**src/rtl/target_pkg.sv**
```systemverilog
// Shared types and defaults for the target table: FSM states, default sizing,
// and the coordinate record stored in each entry.
package target_pkg;

  localparam int DEF_NUM_TARGETS = 16;
  localparam int DEF_COORD_W     = 8;

  typedef enum logic [0:0] {
    IDLE  = 1'b0,
    SWEEP = 1'b1
  } state_t;

  typedef struct packed {
    logic [DEF_COORD_W-1:0] x;
    logic [DEF_COORD_W-1:0] y;
    logic [DEF_COORD_W-1:0] z;
    logic [DEF_COORD_W-1:0] t;
  } coord_t;

endpackage

```
**src/rtl/target_table_if.sv**
```systemverilog
// Request/response bundle for the target table; master drives requests,
// slave (the table) returns read data and occupancy status.
interface target_table_if
  import target_pkg::*;
#(
  parameter int NUM_TARGETS = DEF_NUM_TARGETS,
  parameter int COORD_W     = DEF_COORD_W,
  parameter int IDX_W       = $clog2(NUM_TARGETS)
);

  logic                   wr_en;
  logic [IDX_W-1:0]       wr_idx;
  logic [COORD_W-1:0]     wr_x;
  logic [COORD_W-1:0]     wr_y;
  logic [COORD_W-1:0]     wr_z;
  logic [COORD_W-1:0]     wr_t;

  logic                   clr_en;
  logic [IDX_W-1:0]       clr_idx;
  logic                   clr_all;

  logic                   rd_en;
  logic [IDX_W-1:0]       rd_idx;
  logic                   rd_done;
  logic                   rd_hit;
  logic [COORD_W-1:0]     rd_x;
  logic [COORD_W-1:0]     rd_y;
  logic [COORD_W-1:0]     rd_z;
  logic [COORD_W-1:0]     rd_t;

  logic [NUM_TARGETS-1:0] valid_mask;
  logic [IDX_W:0]         valid_count;
  logic                   full;
  logic                   busy;
  logic                   wr_drop;

  modport master (
    output wr_en, wr_idx, wr_x, wr_y, wr_z, wr_t,
    output clr_en, clr_idx, clr_all,
    output rd_en, rd_idx,
    input  rd_done, rd_hit, rd_x, rd_y, rd_z, rd_t,
    input  valid_mask, valid_count, full, busy, wr_drop
  );

  modport slave (
    input  wr_en, wr_idx, wr_x, wr_y, wr_z, wr_t,
    input  clr_en, clr_idx, clr_all,
    input  rd_en, rd_idx,
    output rd_done, rd_hit, rd_x, rd_y, rd_z, rd_t,
    output valid_mask, valid_count, full, busy, wr_drop
  );

endinterface

```
**src/rtl/target_entry.sv**
```systemverilog
// One table slot: valid bit plus coordinate record. Clear beats load; valid_nxt
// exposes the post-edge valid bit so the parent can keep its count in step.
module target_entry
  import target_pkg::*;
#(
  parameter type entry_t = coord_t
) (
  input  logic   clk,
  input  logic   rst,
  input  logic   load,
  input  logic   clear,
  input  entry_t din,
  output logic   valid,
  output logic   valid_nxt,
  output entry_t dout
);

  always_comb begin
    valid_nxt = valid;
    if (clear)
      valid_nxt = 1'b0;
    else if (load)
      valid_nxt = 1'b1;
  end

  always_ff @(posedge clk) begin
    if (rst || clear) begin
      valid <= 1'b0;
      dout  <= '0;
    end else if (load) begin
      valid <= 1'b1;
      dout  <= din;
    end
  end

endmodule

```
**src/rtl/target_table.sv**
```systemverilog
// Indexed table of coordinate entries with single-entry write/clear/read and a
// background clear-all sweep that walks entries 0..NUM_TARGETS-1, one per cycle.
//
//   state | meaning
//   IDLE  | normal operation, clr_all sampled here
//   SWEEP | clearing entry sweep_idx this cycle, writes rejected
module target_table
  import target_pkg::*;
#(
  parameter int NUM_TARGETS = DEF_NUM_TARGETS,
  parameter int COORD_W     = DEF_COORD_W,
  parameter int IDX_W       = $clog2(NUM_TARGETS)
) (
  input logic           clk,
  input logic           rst,
  target_table_if.slave bus
);

  typedef struct packed {
    logic [COORD_W-1:0] x;
    logic [COORD_W-1:0] y;
    logic [COORD_W-1:0] z;
    logic [COORD_W-1:0] t;
  } entry_coord_t;

  localparam logic [IDX_W:0]   NT   = NUM_TARGETS[IDX_W:0];
  localparam logic [IDX_W-1:0] LAST = IDX_W'(NUM_TARGETS - 1);

  state_t           state;
  logic [IDX_W-1:0] sweep_idx;
  logic             busy_q;

  logic             wr_in_range;
  logic             wr_ok;
  entry_coord_t     wr_coord;

  logic [NUM_TARGETS-1:0] load;
  logic [NUM_TARGETS-1:0] clear;
  logic [NUM_TARGETS-1:0] valid;
  logic [NUM_TARGETS-1:0] valid_nxt;
  entry_coord_t           ent_data [NUM_TARGETS];

  logic [IDX_W:0]   cnt_nxt;
  logic [IDX_W:0]   cnt_q;
  logic             full_q;
  logic             drop_q;

  entry_coord_t     rd_sel;
  logic             rd_sel_hit;
  entry_coord_t     rd_q;
  logic             rd_done_q;
  logic             rd_hit_q;

  assign wr_in_range = ({1'b0, bus.wr_idx} < NT);
  // A clear on the same slot wins over the write, which is then reported as dropped.
  assign wr_ok = bus.wr_en && wr_in_range && !busy_q &&
                 !(bus.clr_en && (bus.clr_idx == bus.wr_idx));

  assign wr_coord.x = bus.wr_x;
  assign wr_coord.y = bus.wr_y;
  assign wr_coord.z = bus.wr_z;
  assign wr_coord.t = bus.wr_t;

  genvar i;
  generate
    for (i = 0; i < NUM_TARGETS; i++) begin : g_ent
      assign load[i]  = wr_ok && (bus.wr_idx == IDX_W'(i));
      assign clear[i] = (bus.clr_en && (bus.clr_idx == IDX_W'(i))) ||
                        (busy_q && (sweep_idx == IDX_W'(i)));

      target_entry #(
        .entry_t (entry_coord_t)
      ) u_entry (
        .clk       (clk),
        .rst       (rst),
        .load      (load[i]),
        .clear     (clear[i]),
        .din       (wr_coord),
        .valid     (valid[i]),
        .valid_nxt (valid_nxt[i]),
        .dout      (ent_data[i])
      );
    end
  endgenerate

  always_ff @(posedge clk) begin
    if (rst) begin
      state     <= IDLE;
      sweep_idx <= '0;
      busy_q    <= 1'b0;
    end else begin
      case (state)
        IDLE: begin
          if (bus.clr_all) begin
            state     <= SWEEP;
            sweep_idx <= '0;
            busy_q    <= 1'b1;
          end
        end
        SWEEP: begin
          if (sweep_idx == LAST) begin
            state     <= IDLE;
            sweep_idx <= '0;
            busy_q    <= 1'b0;
          end else begin
            sweep_idx <= sweep_idx + IDX_W'(1);
          end
        end
        default: begin
          state  <= IDLE;
          busy_q <= 1'b0;
        end
      endcase
    end
  end

  // Count is taken from the next-state valid bits so it lands with valid_mask.
  always_comb begin
    cnt_nxt = '0;
    for (int k = 0; k < NUM_TARGETS; k++)
      cnt_nxt = cnt_nxt + (IDX_W+1)'(valid_nxt[k]);
  end

  always_ff @(posedge clk) begin
    if (rst) begin
      cnt_q  <= '0;
      full_q <= 1'b0;
      drop_q <= 1'b0;
    end else begin
      cnt_q  <= cnt_nxt;
      full_q <= (cnt_nxt == NT);
      drop_q <= bus.wr_en && !wr_ok;
    end
  end

  // Out-of-range indices match no slot, so they naturally read back as a miss.
  always_comb begin
    rd_sel     = '0;
    rd_sel_hit = 1'b0;
    for (int k = 0; k < NUM_TARGETS; k++) begin
      if ((bus.rd_idx == IDX_W'(k)) && valid[k]) begin
        rd_sel     = ent_data[k];
        rd_sel_hit = 1'b1;
      end
    end
  end

  always_ff @(posedge clk) begin
    if (rst) begin
      rd_done_q <= 1'b0;
      rd_hit_q  <= 1'b0;
      rd_q      <= '0;
    end else begin
      rd_done_q <= bus.rd_en;
      if (bus.rd_en) begin
        rd_hit_q <= rd_sel_hit;
        rd_q     <= rd_sel;
      end
    end
  end

  assign bus.rd_done     = rd_done_q;
  assign bus.rd_hit      = rd_hit_q;
  assign bus.rd_x        = rd_q.x;
  assign bus.rd_y        = rd_q.y;
  assign bus.rd_z        = rd_q.z;
  assign bus.rd_t        = rd_q.t;
  assign bus.valid_mask  = valid;
  assign bus.valid_count = cnt_q;
  assign bus.full        = full_q;
  assign bus.busy        = busy_q;
  assign bus.wr_drop     = drop_q;

endmodule

```
**src/flat_wrapper.sv**
```systemverilog
// flat-port wrapper written by rule: the top's interface ports become plain ports
module target_table_flat import target_pkg::*;
#(
  parameter int NUM_TARGETS = DEF_NUM_TARGETS,
  parameter int COORD_W     = DEF_COORD_W,
  parameter int IDX_W       = $clog2(NUM_TARGETS)
)
  (clk, rst, bus_wr_en, bus_wr_idx, bus_wr_x, bus_wr_y, bus_wr_z, bus_wr_t, bus_clr_en, bus_clr_idx, bus_clr_all, bus_rd_en, bus_rd_idx, bus_rd_done, bus_rd_hit, bus_rd_x, bus_rd_y, bus_rd_z, bus_rd_t, bus_valid_mask, bus_valid_count, bus_full, bus_busy, bus_wr_drop);
  target_table_if #(.NUM_TARGETS(NUM_TARGETS), .COORD_W(COORD_W), .IDX_W(IDX_W)) bus_i ();
  input logic clk;
  input logic rst;
  input wire logic [$bits(bus_i.wr_en)-1:0] bus_wr_en;
  input wire logic [$bits(bus_i.wr_idx)-1:0] bus_wr_idx;
  input wire logic [$bits(bus_i.wr_x)-1:0] bus_wr_x;
  input wire logic [$bits(bus_i.wr_y)-1:0] bus_wr_y;
  input wire logic [$bits(bus_i.wr_z)-1:0] bus_wr_z;
  input wire logic [$bits(bus_i.wr_t)-1:0] bus_wr_t;
  input wire logic [$bits(bus_i.clr_en)-1:0] bus_clr_en;
  input wire logic [$bits(bus_i.clr_idx)-1:0] bus_clr_idx;
  input wire logic [$bits(bus_i.clr_all)-1:0] bus_clr_all;
  input wire logic [$bits(bus_i.rd_en)-1:0] bus_rd_en;
  input wire logic [$bits(bus_i.rd_idx)-1:0] bus_rd_idx;
  output wire logic [$bits(bus_i.rd_done)-1:0] bus_rd_done;
  output wire logic [$bits(bus_i.rd_hit)-1:0] bus_rd_hit;
  output wire logic [$bits(bus_i.rd_x)-1:0] bus_rd_x;
  output wire logic [$bits(bus_i.rd_y)-1:0] bus_rd_y;
  output wire logic [$bits(bus_i.rd_z)-1:0] bus_rd_z;
  output wire logic [$bits(bus_i.rd_t)-1:0] bus_rd_t;
  output wire logic [$bits(bus_i.valid_mask)-1:0] bus_valid_mask;
  output wire logic [$bits(bus_i.valid_count)-1:0] bus_valid_count;
  output wire logic [$bits(bus_i.full)-1:0] bus_full;
  output wire logic [$bits(bus_i.busy)-1:0] bus_busy;
  output wire logic [$bits(bus_i.wr_drop)-1:0] bus_wr_drop;
  assign bus_i.wr_en = bus_wr_en;
  assign bus_i.wr_idx = bus_wr_idx;
  assign bus_i.wr_x = bus_wr_x;
  assign bus_i.wr_y = bus_wr_y;
  assign bus_i.wr_z = bus_wr_z;
  assign bus_i.wr_t = bus_wr_t;
  assign bus_i.clr_en = bus_clr_en;
  assign bus_i.clr_idx = bus_clr_idx;
  assign bus_i.clr_all = bus_clr_all;
  assign bus_i.rd_en = bus_rd_en;
  assign bus_i.rd_idx = bus_rd_idx;
  assign bus_rd_done = bus_i.rd_done;
  assign bus_rd_hit = bus_i.rd_hit;
  assign bus_rd_x = bus_i.rd_x;
  assign bus_rd_y = bus_i.rd_y;
  assign bus_rd_z = bus_i.rd_z;
  assign bus_rd_t = bus_i.rd_t;
  assign bus_valid_mask = bus_i.valid_mask;
  assign bus_valid_count = bus_i.valid_count;
  assign bus_full = bus_i.full;
  assign bus_busy = bus_i.busy;
  assign bus_wr_drop = bus_i.wr_drop;
  target_table #(.NUM_TARGETS(NUM_TARGETS), .COORD_W(COORD_W), .IDX_W(IDX_W)) u_core (.clk(clk), .rst(rst), .bus(bus_i));
endmodule
```
**config.mk**
```make
export PLATFORM = sky130hd
export DESIGN_NAME = target_table_flat
export DESIGN_NICKNAME = d
export VERILOG_FILES = /design/src/rtl/target_pkg.sv /design/src/rtl/target_table_if.sv /design/src/rtl/target_entry.sv /design/src/rtl/target_table.sv /design/src/flat_wrapper.sv
export SDC_FILE = /design/constraint.sdc
export NUM_CORES = 1
export LEC_CHECK = 0
export ABC_AREA = 1
export BUFFER_PORTS_ARGS = -buffer_cell sky130_fd_sc_hd__buf_4
export CAP_MARGIN = 15
export CORE_ASPECT_RATIO = 0.8
export CORE_MARGIN = 2
export CORE_UTILIZATION = 62
export DETAILED_ROUTE_END_ITERATION = 6
export GPL_ROUTABILITY_DRIVEN = 0
export PLACE_DENSITY = 0.8
export SYNTH_ARGS = -nofsm -noshare
export SYNTH_HDL_FRONTEND = slang
export SYNTH_SLANG_ARGS = --single-unit
```
**constraint.sdc**
```tcl
create_clock -name clk -period 6.5 [get_ports clk]
set_input_delay 0 -clock clk [delete_from_list [all_inputs] [get_ports clk]]
set_output_delay 0 -clock clk [all_outputs]
set_load 0.02 [all_outputs]
```
==> flow_summary.ini <==
[die]
pin_count = 108
initial_core_util_pct = 62.4
design.core.area_sq_um = 40400
die_h_um = 184
dieWidth_um = 229
row_count = 66
die_area_sq_um = 42300

[route]
detailroute.via_count = 24100
drt_pass1_iterations = 6
detail_route.wl_per_cell_um = 19.9
routed_via_density = 6.19
antenna_violating_nets_post_route = 0
drtIter0Drc = 3255
finalWirelength_mm = 77.4
number_of_design_rule_violations_left_after_detail_routing = 0

[clocking]
htree_levels = 2
cts.hold.buffers_added = 41
cts_max_path_buffers = 3
worst_skew_pair.late_latency_ns = 0.60
cts_setup_buffers = 0
cts_root_buffer = sky130_fd_sc_hd__clkbuf_16
cts_buffers = 54
clkSlewWorstSetupHoldPaths_ns = 0.07
clkSinkCount = 575
tritoncts = yes
post_cts_resized = 0

[critical_path]
cp_data_required_time_ns = 7.01
worst_setup_path_end_kind = flip-flop
critPathArrivalTime_ns = 5.55
startpoint_type = flip-flop
worst-path-max-fanout = 35
worst_path_class_setup = reg2reg

[synthesis]
yosys-top-cells-area = sky130_fd_sc_hd__dfxtp_1 (46%), sky130_fd_sc_hd__a211oi_1 (9.0%), sky130_fd_sc_hd__nand2_1 (8.5%)
synth_sequential_area_ratio_pct = 45.7
synthesized_instance_count = 3368
ys.warnings.count = 0
yosys.area.top_type = sky130_fd_sc_hd__dfxtp_1
avgSynthCellArea_sq_um = 7.48
synth_fp_nets = 3437
dominantRegCellSynth = sky130_fd_sc_hd__dfxtp_1
synth.lib_cells_used.distinct = 39
synth-async-reset-ratio_pct = 0
synth_area_sq_um = 25200
post_synth_edffs = 0
synth_top_area_share_pct = 45.7
ys_seq_elements = 575

[sta]
timing.clock.skew_ns = 0.0158
relSlewSlack_pct = 22.8
finalCriticalPeriod_ns = 5.04
drv_slew = 0
setup_viol_count_final = 0
period_share_pct = 77.5
worst_slew_pin_slew_ns = 1.15
finalWorstSetupSlack_ns = 1.46
fmax_mhz = 198
rsz0062_at_grt = false
final_hold_vio_count = 0
final.hold.worst_slack_ns = 0.0347
timing.setup.tns_ns = 0

[finish]
seqCellArea_sq_um = 11500
num_antenna_cells = 0
final_layout_size_suffix_gt1_share_pct = 8.44
finalCoreUtilization_pct = 69.2
final_cell_area_sq_um = 27900
area_growth_pct = 10.9
nets = 3382
combined_area_of_the_multi_input_logic_cells_sq_um = 11000
fillCellCount = 3228
mostFrequentLayoutCells = sky130_fd_sc_hd__dfxtp_1 (575), sky130_fd_sc_hd__nand2_1 (566), sky130_fd_sc_hd__nor2_1 (422)
mostFrequentLayoutCell = sky130_fd_sc_hd__dfxtp_1

[status]
status = completed

[global_route]
total_routing_usage_gr_pct = 35.6
first_global_vias = 22300
grt_first_pass_wirelength_mm = 122
overflow_after_grt = 0
grt_start_max_net_pins = 65
initial_antenna_violation_count = 0

[placement]
placed_area_sq_um = 25700
dpl.hpwl_mm = 48.8
buffer_ports.inserted = 107
dp_worst_setup_slack_ns = 1.54

[hold_path]
worstHoldPathType = in2reg

[flow_run]
cap_viol_max_count = 0

[pwr]
power_leakage_nw = 9.91
powerDensity_nw_per_um2 = 261
worst_ir_drop_vdd_uv = 210
worst paths after layout:
kind / start / to / slack [ns] / cells after the start
worst max-delay path: u_core.bus.busy$_SDFFE_PP0P_ / u_core.bus.full$_SDFF_PP0_ / 1.46 / 19
worst min-delay path: bus_wr_idx[1] / u_core.g_ent[3].u_entry.dout[6]$_SDFFE_PP0P_ / 0.03 / 5
worst max register to register: u_core.bus.busy$_SDFFE_PP0P_ / u_core.bus.full$_SDFF_PP0_ / 1.46 / 19
worst min register to register: u_core.g_ent[6].u_entry.dout[13]$_SDFFE_PP0P_ / u_core.g_ent[6].u_entry.dout[13]$_SDFFE_PP0P_ / 0.46 / 2
worst max-delay path, stage by stage (launching register included):
cell,delay [ns]
sky130_fd_sc_hd__dfxtp_1,0.36
sky130_fd_sc_hd__inv_1,0.12
sky130_fd_sc_hd__nand2_1,0.09
sky130_fd_sc_hd__a21oi_4,0.19
sky130_fd_sc_hd__buf_4,0.41
sky130_fd_sc_hd__nand2_2,0.10
sky130_fd_sc_hd__a21oi_1,0.16
sky130_fd_sc_hd__ha_1,0.25
sky130_fd_sc_hd__inv_1,0.07
sky130_fd_sc_hd__fa_1,0.42
sky130_fd_sc_hd__fa_1,0.48
sky130_fd_sc_hd__fa_1,0.51
sky130_fd_sc_hd__inv_1,0.05
sky130_fd_sc_hd__fa_1,0.50
sky130_fd_sc_hd__fa_1,0.21
sky130_fd_sc_hd__inv_1,0.07
sky130_fd_sc_hd__fa_1,0.44
sky130_fd_sc_hd__o21ai_0,0.18
sky130_fd_sc_hd__nand3_1,0.12
sky130_fd_sc_hd__nor3_1,0.21
where the power goes:
| group | switching (W) | leakage (nW) | internal [W] |
|---|---|---|---|
| logic | 0.000362 | 4.39 | 0.000132 |
| registers | 0.0000233 | 4.64 | 0.00358 |
| clock network | 0.00138 | 0.877 | 0.00182 |
registers in the layout, indices dropped and copies added, names as in the netlist:
register and flops:
u_core.bus.wr_drop 1, u_core.bus.busy 1, u_core.bus.rd_t 8, u_core.bus.rd_hit 1, u_core.bus.rd_x 8, u_core.g_ent.u_entry.valid 16
u_core.bus.rd_z 8, u_core.state 1, u_core.sweep_idx 4, u_core.bus.rd_done 1, u_core.bus.rd_y 8, u_core.bus.valid_count 5
u_core.g_ent.u_entry.dout 512, u_core.bus.full 1
layout make-up:
cell class | instances | share of cell area, %
multi-input cells | 2119 | 39.3
clock inverters | 17 | 0.618
flip-flops and latches | 575 | 41.2
inverters | 364 | 4.89
repair buffers | 199 | 5.81
well taps | 544 | 2.44
clock buffers | 81 | 5.74
synth_stat cells (all sizes together), types with 30 or more instances:
master  count
a211oi    303
a21oi     277
a221oi     82
buf       138
clkbuf    172
dfxtp     575
inv       362
nand2     582
nand3     234
nand4      40
nor2      428
nor3       37
o21ai      40
o22ai      30
per-stage QoR:
step	std cells	power, W
6_report	3899	0.00730
5_1_grt	3899	0.00749
4_1_cts	3897	0.00729
3_5_place_dp	3758	0.00413
3_3_place_gp	3758	0.00412
2_1_floorplan	3368	0.00398
logic make-up after synthesis:
family | Yosys count | synth area share [%]
compound gates | 769 | 20.2
xor+xnor | 4 | 0.139
fa+ha+maj | 19 | 1.24
buf+inv | 674 | 10.9
flops | 575 | 45.7
simple gates | 1327 | 21.8
metal layers:
| layer | wire, um | vias up | GRT usage [%] |
|---|---|---|---|
| met5 | 0 | - | 0 |
| met4 | 3400 | 0 | 15.8 |
| met3 | 8110 | 241 | 6.25 |
| met2 | 34700 | 1474 | 56.0 |
| met1 | 31200 | 11300 | 48.2 |
| li1 | - | 11200 | - |
Note: power is estimated with default switching activity, not from simulation.
